**src/rtl/inv_2x2_sched.sv**
```systemverilog
// inv_2x2_sched: launch/capture sequencer for the 2x2 matrix-inverse datapath.
// Define INV_HOLD_TIMEOUT_EN to drop a result left unconsumed for HOLD_MAX cycles.
module inv_2x2_sched #(
   parameter int DW       = 64,
   parameter int LATENCY  = 103,
   parameter int HOLD_MAX = 916
) (
   input  logic          I_sys_clk,
   input  logic          I_sys_rstn,
   input  logic [DW-1:0] I_A11,
   input  logic [DW-1:0] I_A12,
   input  logic [DW-1:0] I_A21,
   input  logic [DW-1:0] I_A22,
   input  logic          I_A_valid,
   output logic          O_A_ready,
   output logic [DW-1:0] O_dp_A11,
   output logic [DW-1:0] O_dp_A12,
   output logic [DW-1:0] O_dp_A21,
   output logic [DW-1:0] O_dp_A22,
   output logic          O_dp_start,
   input  logic [DW-1:0] I_dp_A11_inv,
   input  logic [DW-1:0] I_dp_A12_inv,
   input  logic [DW-1:0] I_dp_A21_inv,
   input  logic [DW-1:0] I_dp_A22_inv,
   input  logic          I_dp_singular,
   output logic [DW-1:0] O_A11_inv_final,
   output logic [DW-1:0] O_A12_inv_final,
   output logic [DW-1:0] O_A21_inv_final,
   output logic [DW-1:0] O_A22_inv_final,
   output logic          O_singular,
   output logic          O_A_inv_valid,
   input  logic          I_A_inv_ready,
   input  logic          I_flush,
   output logic          O_busy,
   output logic          O_drop
);

   typedef enum logic [1:0] {IDLE, LAUNCH, WAIT, HOLD} state_t;

   localparam logic [11:0] LAT_C     = 12'(LATENCY);
   localparam logic [11:0] HOLD_LAST = 12'(HOLD_MAX - 1);

   state_t      state, state_nxt;
   logic [11:0] cnt, cnt_nxt;
   logic        accept, capture, consume, timeout;

   assign O_A_ready  = (state == IDLE) && !I_flush;
   assign O_dp_start = (state == LAUNCH);
   assign O_busy     = (state != IDLE);
   assign accept     = O_A_ready && I_A_valid;
   assign capture    = (state == WAIT) && (cnt == LAT_C) && !I_flush;
   assign consume    = (state == HOLD) && I_A_inv_ready && !I_flush;

`ifdef INV_HOLD_TIMEOUT_EN
   assign timeout = (state == HOLD) && !I_A_inv_ready && !I_flush
                    && (cnt == HOLD_LAST);
`else
   logic unused_hold;
   assign unused_hold = ^HOLD_LAST;
   assign timeout     = 1'b0;
`endif

   assign O_drop = timeout;

   always_ff @(posedge I_sys_clk or negedge I_sys_rstn) begin
      if (!I_sys_rstn) begin
         state <= IDLE;
         cnt   <= '0;
      end else begin
         state <= state_nxt;
         cnt   <= cnt_nxt;
      end
   end

   always_comb begin
      state_nxt = state;
      cnt_nxt   = cnt;
      if (I_flush) begin
         state_nxt = IDLE;
         cnt_nxt   = '0;
      end else begin
         unique case (state)
            IDLE: begin
               if (I_A_valid) state_nxt = LAUNCH;
            end
            LAUNCH: begin
               cnt_nxt   = 12'd1;
               state_nxt = WAIT;
            end
            WAIT: begin
               if (cnt == LAT_C) begin
                  cnt_nxt   = '0;
                  state_nxt = HOLD;
               end else begin
                  cnt_nxt = cnt + 12'd1;
               end
            end
            HOLD: begin
               if (I_A_inv_ready || timeout) begin
                  cnt_nxt   = '0;
                  state_nxt = IDLE;
               end else begin
`ifdef INV_HOLD_TIMEOUT_EN
                  cnt_nxt = cnt + 12'd1;
`endif
               end
            end
            default: begin
               state_nxt = IDLE;
               cnt_nxt   = '0;
            end
         endcase
      end
   end

   always_ff @(posedge I_sys_clk or negedge I_sys_rstn) begin
      if (!I_sys_rstn) begin
         O_dp_A11        <= '0;
         O_dp_A12        <= '0;
         O_dp_A21        <= '0;
         O_dp_A22        <= '0;
         O_A11_inv_final <= '0;
         O_A12_inv_final <= '0;
         O_A21_inv_final <= '0;
         O_A22_inv_final <= '0;
         O_singular      <= 1'b0;
         O_A_inv_valid   <= 1'b0;
      end else begin
         if (accept) begin
            O_dp_A11 <= I_A11;
            O_dp_A12 <= I_A12;
            O_dp_A21 <= I_A21;
            O_dp_A22 <= I_A22;
         end
         if (I_flush || timeout) begin
            O_A11_inv_final <= '0;
            O_A12_inv_final <= '0;
            O_A21_inv_final <= '0;
            O_A22_inv_final <= '0;
            O_singular      <= 1'b0;
            O_A_inv_valid   <= 1'b0;
         end else if (capture) begin
            O_A11_inv_final <= I_dp_A11_inv;
            O_A12_inv_final <= I_dp_A12_inv;
            O_A21_inv_final <= I_dp_A21_inv;
            O_A22_inv_final <= I_dp_A22_inv;
            O_singular      <= I_dp_singular;
            O_A_inv_valid   <= 1'b1;
         end else if (consume) begin
            O_singular    <= 1'b0;
            O_A_inv_valid <= 1'b0;
         end
      end
   end

endmodule

```
**config.mk**
```make
export PLATFORM = sky130hd
export DESIGN_NAME = inv_2x2_sched
export DESIGN_NICKNAME = d
export VERILOG_FILES = /design/src/rtl/inv_2x2_sched.sv
export SDC_FILE = /design/constraint.sdc
export NUM_CORES = 1
export LEC_CHECK = 0
export ABC_AREA = 1
export CAP_MARGIN = 20
export CORE_AREA = 2 2 409 411
export CTS_CLUSTER_DIAMETER = 40
export DETAILED_ROUTE_END_ITERATION = 8
export DIE_AREA = 0 0 411 413
export MAX_ROUTING_LAYER = met4
export PLACE_DENSITY_LB_ADDON = 0.12
export SYNTH_ARGS = -nofsm -noshare
export SYNTH_HDL_FRONTEND = slang
export SYNTH_SLANG_ARGS = --single-unit
```
**constraint.sdc**
```tcl
create_clock -name I_sys_clk -period 1.7 [get_ports I_sys_clk]
set_input_delay 0.34 -clock I_sys_clk [delete_from_list [all_inputs] [get_ports I_sys_clk]]
set_output_delay 0.34 -clock I_sys_clk [all_outputs]
set_load 0.1 [all_outputs]
```
### Yosys cells after proc, flatten, opt, wreduce, memory -nomap -nowiden

Index checks and enable logic that the tools add are counted.

| word-level totals | value |
|---|---|
| register bits | 528 |
| input bits | 518 |
| output and inout bits | 518 |
| word-level logic and storage cells | 56 |

| operators by class | value |
|---|---|
| add/sub/neg operators | 1 |
| equality and inequality tests | 7 |
| muxes and demuxes | 22 |
| reduce and logical (&&, ||, !) cells | 14 |

Operator list:

| cell | number |
|---|---|
| $mux W64 | 8 |
| $mux W12 | 3 |
| $pmux W12 S3 | 1 |
| $add A12 B1 Y12 const B | 1 |
| $eq A12 B7 Y1 const B | 1 |
| $mux W2 | 4 |
| $pmux W2 S4 | 1 |
| $logic_and A1 B1 Y1 | 6 |
| $ne A3 B3 Y1 const B | 2 |
| $mux W1 | 5 |
| $eq A2 B2 Y1 const B | 2 |
| $reduce_bool A2 Y1 | 2 |
| $reduce_bool A4 Y1 | 1 |
| $ne A3 B2 Y1 const B | 1 |
| $reduce_and A3 Y1 | 1 |
| $reduce_bool A3 Y1 | 1 |
| $eq A2 B1 Y1 const B | 1 |
| $logic_not A2 Y1 | 1 |
| $reduce_and A2 Y1 | 1 |
| $logic_not A1 Y1 | 1 |

### Depth between registers and ports, before layout

| logic depth | value |
|---|---|
| depth in word-level cells | 6 |
| gate-level depth with buffers | 10 |
| depth with buffers taken out | 10 |

### Least setup slack after synthesis

OpenSTA, ideal clock, no wires.

| timing path | value |
|---|---|
| kind | reg2reg |
| from | register state[0] |
| to | register O_dp_A11[0] |
| library setup time | 0.126 ns |
| data arrival time | 3.403 ns |
| data required time | 1.574 ns |
| slack | -1.829 ns |
| cell stages (with the launch flop) | 9 |
| path buffers | 2 |
| period minus slack after synthesis | 3.529 ns |
| path through | dfrtp_1 inv_1 ha_1 inv_1 nor2_1 nand2_1 buf_2 buf_2 mux2_2 |

| between the ends | value |
|---|---|
| cells in the longest elaborated chain, start to end | 3 |

RTL lines:

| element | line | RTL |
|---|---|---|
| start: declaration | 43 | `state_t state, state_nxt;` |
| start signal: assignment | 70 | `state <= state_nxt;` |
| $logic_not A2 Y1 | 47 | `assign O_A_ready = (state == IDLE) && !I_flush;` |
| $logic_and A1 B1 Y1 | 47 |  |
| via O_A_ready | 15 | `output logic O_A_ready,` |
| $logic_and A1 B1 Y1 | 50 | `assign accept = O_A_ready && I_A_valid;` |
| end signal: assignment | 118 | `O_dp_A11 <= '0;` |
| end signal: assignment | 130 | `O_dp_A11 <= I_A11;` |
| end: declaration | 16 | `output logic [DW-1:0] O_dp_A11,` |

The timed path passes the listed nets, and every way through them passes these cells.
A chain may end at the register's enable or synchronous reset.

### Worst setup path in the final report

| timing path | value |
|---|---|
| from | register state[1] |
| to | output O_A_ready |

| between the ends | value |
|---|---|
| cells in the longest elaborated chain, start to end | 2 |

RTL lines:

| element | line |
|---|---|
| $logic_not A2 Y1 | 47 |
| $logic_and A1 B1 Y1 | 47 |
| end: declaration | 15 |

No other way between the ends.

==> impl.org <==
** CTS
- Counting along the longest clock path gives a buffer depth of 3.
- The later pin in the worst-skew pair is clocked with a latency of 0.76 ns.
- The clock drives 528 sinks.
- Clock-pin slew was measured on the worst setup and hold paths at 0.05 ns.
- In this run the number of H-tree levels came out at 4.
- CTS Buf Count :: 150
- The tree is rooted in a clkbuf_16.
- TritonCTS clock tree :: yes

** Logic synthesis
- Counting every net in the synthesized netlist gives 2312.
- In the post-synthesis netlist, the cell with the most instances is nand2_1.
- The synthesized design contains 528 register bits.
- Synthesis instantiated 24 different standard cells from the library.
- The commonest cells after synthesis are nand2_1, dfrtp_1, nand3_1.
- In this run the cell area of the synthesized design comes to 20400 µm².
- During synthesis, Yosys emitted a total of 0 warnings.
- Synthesized area per cell :: 11.4 µm²
- The share of the Yosys chip area taken by registers is 0.648.
- Fraction of registers with async set/reset :: 1.00
- The cell count after synthesis came out at 1788.
- Leading register cell type out of synthesis :: dfrtp_1
- Ranked by total cell area, the synthesized netlist is headed by dfrtp_1, mux2_2, nand2_1, nand3_1, buf_2.
- Of the post-synthesis cell area, the dominant cell type holds 0.648.
- Number of enable-type register cells in the synthesized netlist :: 0
- The synthesized design spends more area on one cell type than any other, namely dfrtp_1.

** Detailed routing
- Number of design-rule violations left by the first detailed-router iteration :: 525
- The routed design has 124000 µm of wire.
- Via-per-instance ratio :: 3.49
- The detail route stage leaves a number of antenna-violating nets equal to 0.
- Drt pass-1 iters :: 6
- The routed layout has 19200 vias.
- In the routed design, unresolved DRC markers number 0.
- In the final routed layout, each cell accounts on average for 22.5 µm.

** GRT
- Pin count of the biggest net entering global routing :: 42
- The initial antenna violation count came to 61.
- The first global-routing pass estimated 167000 µm of wire.
- Overall Global Routing Usage :: 0.145
- After global routing the overflow that remains totals 0.
- Number of global-route vias before repair :: 20800

** STA
- Headroom to the max-slew limit :: 0.490
- After layout, the worst setup slack is -0.473 ns.
- Count of final max-slew check failures :: 0
- Setup total negative slack on the finished layout was measured at -117.33 ns.
- Worst setup skew after layout :: 0.0258 ns
- The routed design could run at a clock period as short as 2.17 ns.
- Static timing analysis puts the maximum clock frequency at 0.460 GHz.
- Ratio of final minimum period to clock period :: 1.28
- At the pin with the least slew margin, the transition time is 0.762 ns.
- Setup violations remaining at the end of the flow were counted as 603.
- Unrepaired setup endpoints after global routing :: yes
- Final hold analysis gives a worst-case slack of 0.124 ns.
- Number of failing hold endpoints at the final stage :: 0

** Power
- Total power per unit cell area :: 1870 nW/µm²
- Total Power :: 93.9 mW
- IR analysis of the VDD net gives a maximum drop of 1.62 mV.
- Static Leakage :: 22.9 nW

** Final layout
- Number of fillers in the final layout :: 16900
- For this run, the post-layout net count is 3651.
- After routing the design area is 50300 µm².
- Reg area :: 13200 µm²
- Summing all multi-input logic gate instances after layout gives 9170 µm².
- From synthesis to final layout, the design area changed by 147%.
- Utilization after layout :: 0.303
- Leaving out filler cells and counting taps, the final layout contains 5504.
- In the final layout, the share of cells above drive strength 1 is 0.558.

** Place
- Final HPWL DP :: 90000 µm
- After detailed placement, the total cell area comes to 39900 µm².
- Before CTS, the worst setup slack after placement is -0.394 ns.
- In this run, placement finished with an instance count of 5057.
- Count of port buffers added during placement :: 1034
- Final Wtd Congestion :: 0.748

** Critical path
- The worst setup path is launched from a flip-flop.
- Data arrival time of the critical path :: 1.83 ns
- STA puts the critical path data required time at 1.36 ns.
- Critical path type :: reg2out
- CP endpoint kind :: output pin
- Of all nets on the critical path, the largest fanout is 2.

** Run
- Count of max-cap constraint violations :: 0

** Floorplanning
- Die area :: 170000 µm²
- The die is 411 µm wide.
- Standard cell core area :: 166000 µm²
- Die Ht :: 413 µm
- Row generation in the floorplan step produced 150 rows.
- 1036 I/O pins were placed.
- Starting utilization of the core area :: 0.123

** Status
- Failing checks :: setup timing
- Run status :: finished, violations left

** Worst hold path
- In this run the worst hold path is classified as in2reg.
## sequential cells by signal (all words and copies together) (netlist names), 2 cells and up
register,flops
O_dp_A12,64
O_A12_inv_final,64
O_dp_A21,64
cnt,12
O_A11_inv_final,64
O_A22_inv_final,64
O_dp_A22,64
state,2
O_dp_A11,64
O_A21_inv_final,64
## where the power goes
part / switching [mW] / leakage, nW / internal (mW)
Sequential: 3.39 / 6.81 / 15.8
Clock: 8.71 / 2.50 / 19.8
Combinational: 29.3 / 13.6 / 16.9
## path summary, 6_finish.rpt
path,startpoint,end,slack (ns),depth (start not counted)
worst max-delay path,state[1]$_DFFE_PN0P_,O_A_ready,-0.47,6
worst min-delay path,I_dp_A12_inv[44],O_A12_inv_final[44]$_DFFE_PN0P_,0.12,3
worst max register to register,cnt[0]$_DFFE_PN0P_,O_A12_inv_final[6]$_DFFE_PN0P_,-0.42,13
worst min register to register,O_A22_inv_final[24]$_DFFE_PN0P_,O_A22_inv_final[24]$_DFFE_PN0P_,0.55,2
max in group asynchronous,I_sys_rstn,O_dp_A21[25]$_DFFE_PN0P_,0.81,4
min in group asynchronous,I_sys_rstn,O_A12_inv_final[26]$_DFFE_PN0P_,0.16,3
## metal layers
layer	vias to the layer above	routed length [µm]	track usage
met4	0	2940	0.0465
met5	-	0	-
met1	9404	42800	0.138
li1	8804	-	-
met3	184	12700	0.0733
met2	805	65500	0.254
## layout by cell type, fill, tap and decap left out, types with 3 or more instances in the layout
cell type | synthesis | layout
buf_12 | 0 | 593
dfrtp_1 | 528 | 522
clkdlybuf4s50_1 | 0 | 516
mux2_2 | 256 | 256
nand2_2 | 0 | 208
nand2_1 | 552 | 201
clkbuf_16 | 0 | 163
nand3_2 | 0 | 154
nand2_4 | 0 | 142
nand3_1 | 264 | 106
buf_4 | 3 | 92
diode_2 | 0 | 56
buf_16 | 0 | 48
clkbuf_1 | 44 | 34
clkbuf_8 | 0 | 32
buf_6 | 0 | 21
clkinv_2 | 0 | 19
nor2_1 | 25 | 18
buf_8 | 0 | 16
bufinv_16 | 0 | 15
inv_1 | 20 | 14
dfrtp_2 | 0 | 6
clkinvlp_4 | 0 | 6
nor2_4 | 0 | 5
clkinv_8 | 0 | 5
inv_6 | 0 | 5
nand3_4 | 0 | 4
nand4_1 | 4 | 4
ha_4 | 0 | 4
inv_2 | 1 | 3
nand2_8 | 0 | 3
xor2_1 | 3 | 3
o21ai_0 | 4 | 3
## logic make-up (layout without fill, tap and decap cells)
kind of cell | after synthesis | after routing | share of synthesized area
AOI/OAI and AO/OA | 8 | 8 | 0.00227
xor gates and xnor gates | 4 | 4 | 0.00172
adders and majority gates | 6 | 6 | 0.00368
buffers and inverters | 135 | 1589 | 0.0287
DFF | 528 | 528 | 0.648
muxes | 256 | 256 | 0.141
other | 1 | 57 | 0.000184
and+or+nand+nor | 850 | 852 | 0.174
## critical path, cell delays in order (launching register included)
cell	delay, ns
dfrtp_1	0.39
inv_2	0.09
ha_4	0.14
clkinvlp_4	0.09
nor2_4	0.10
buf_6	0.11
buf_12	0.17
## cell type report
type,count,share of cell area
flip-flops and latches,528,0.263
well taps,2204,0.0548
diodes,56,0.00279
inverters,21,0.00189
repair buffers,1299,0.394
clock buffers,218,0.0869
clock inverters,51,0.0144
multi-input cells,1127,0.182
## what timing repair did
item / CTS / global route
setup endpoints to repair: 1039 / 1043
setup buffers: 53 / 32
pin swaps: 142 / 167
resized for setup: 329 / 526
hold buffers: 2 / 0
hold endpoints to repair: 497 / 0
gates cloned: 51 / 13
No activity file was read; power rests on OpenSTA's default activity.
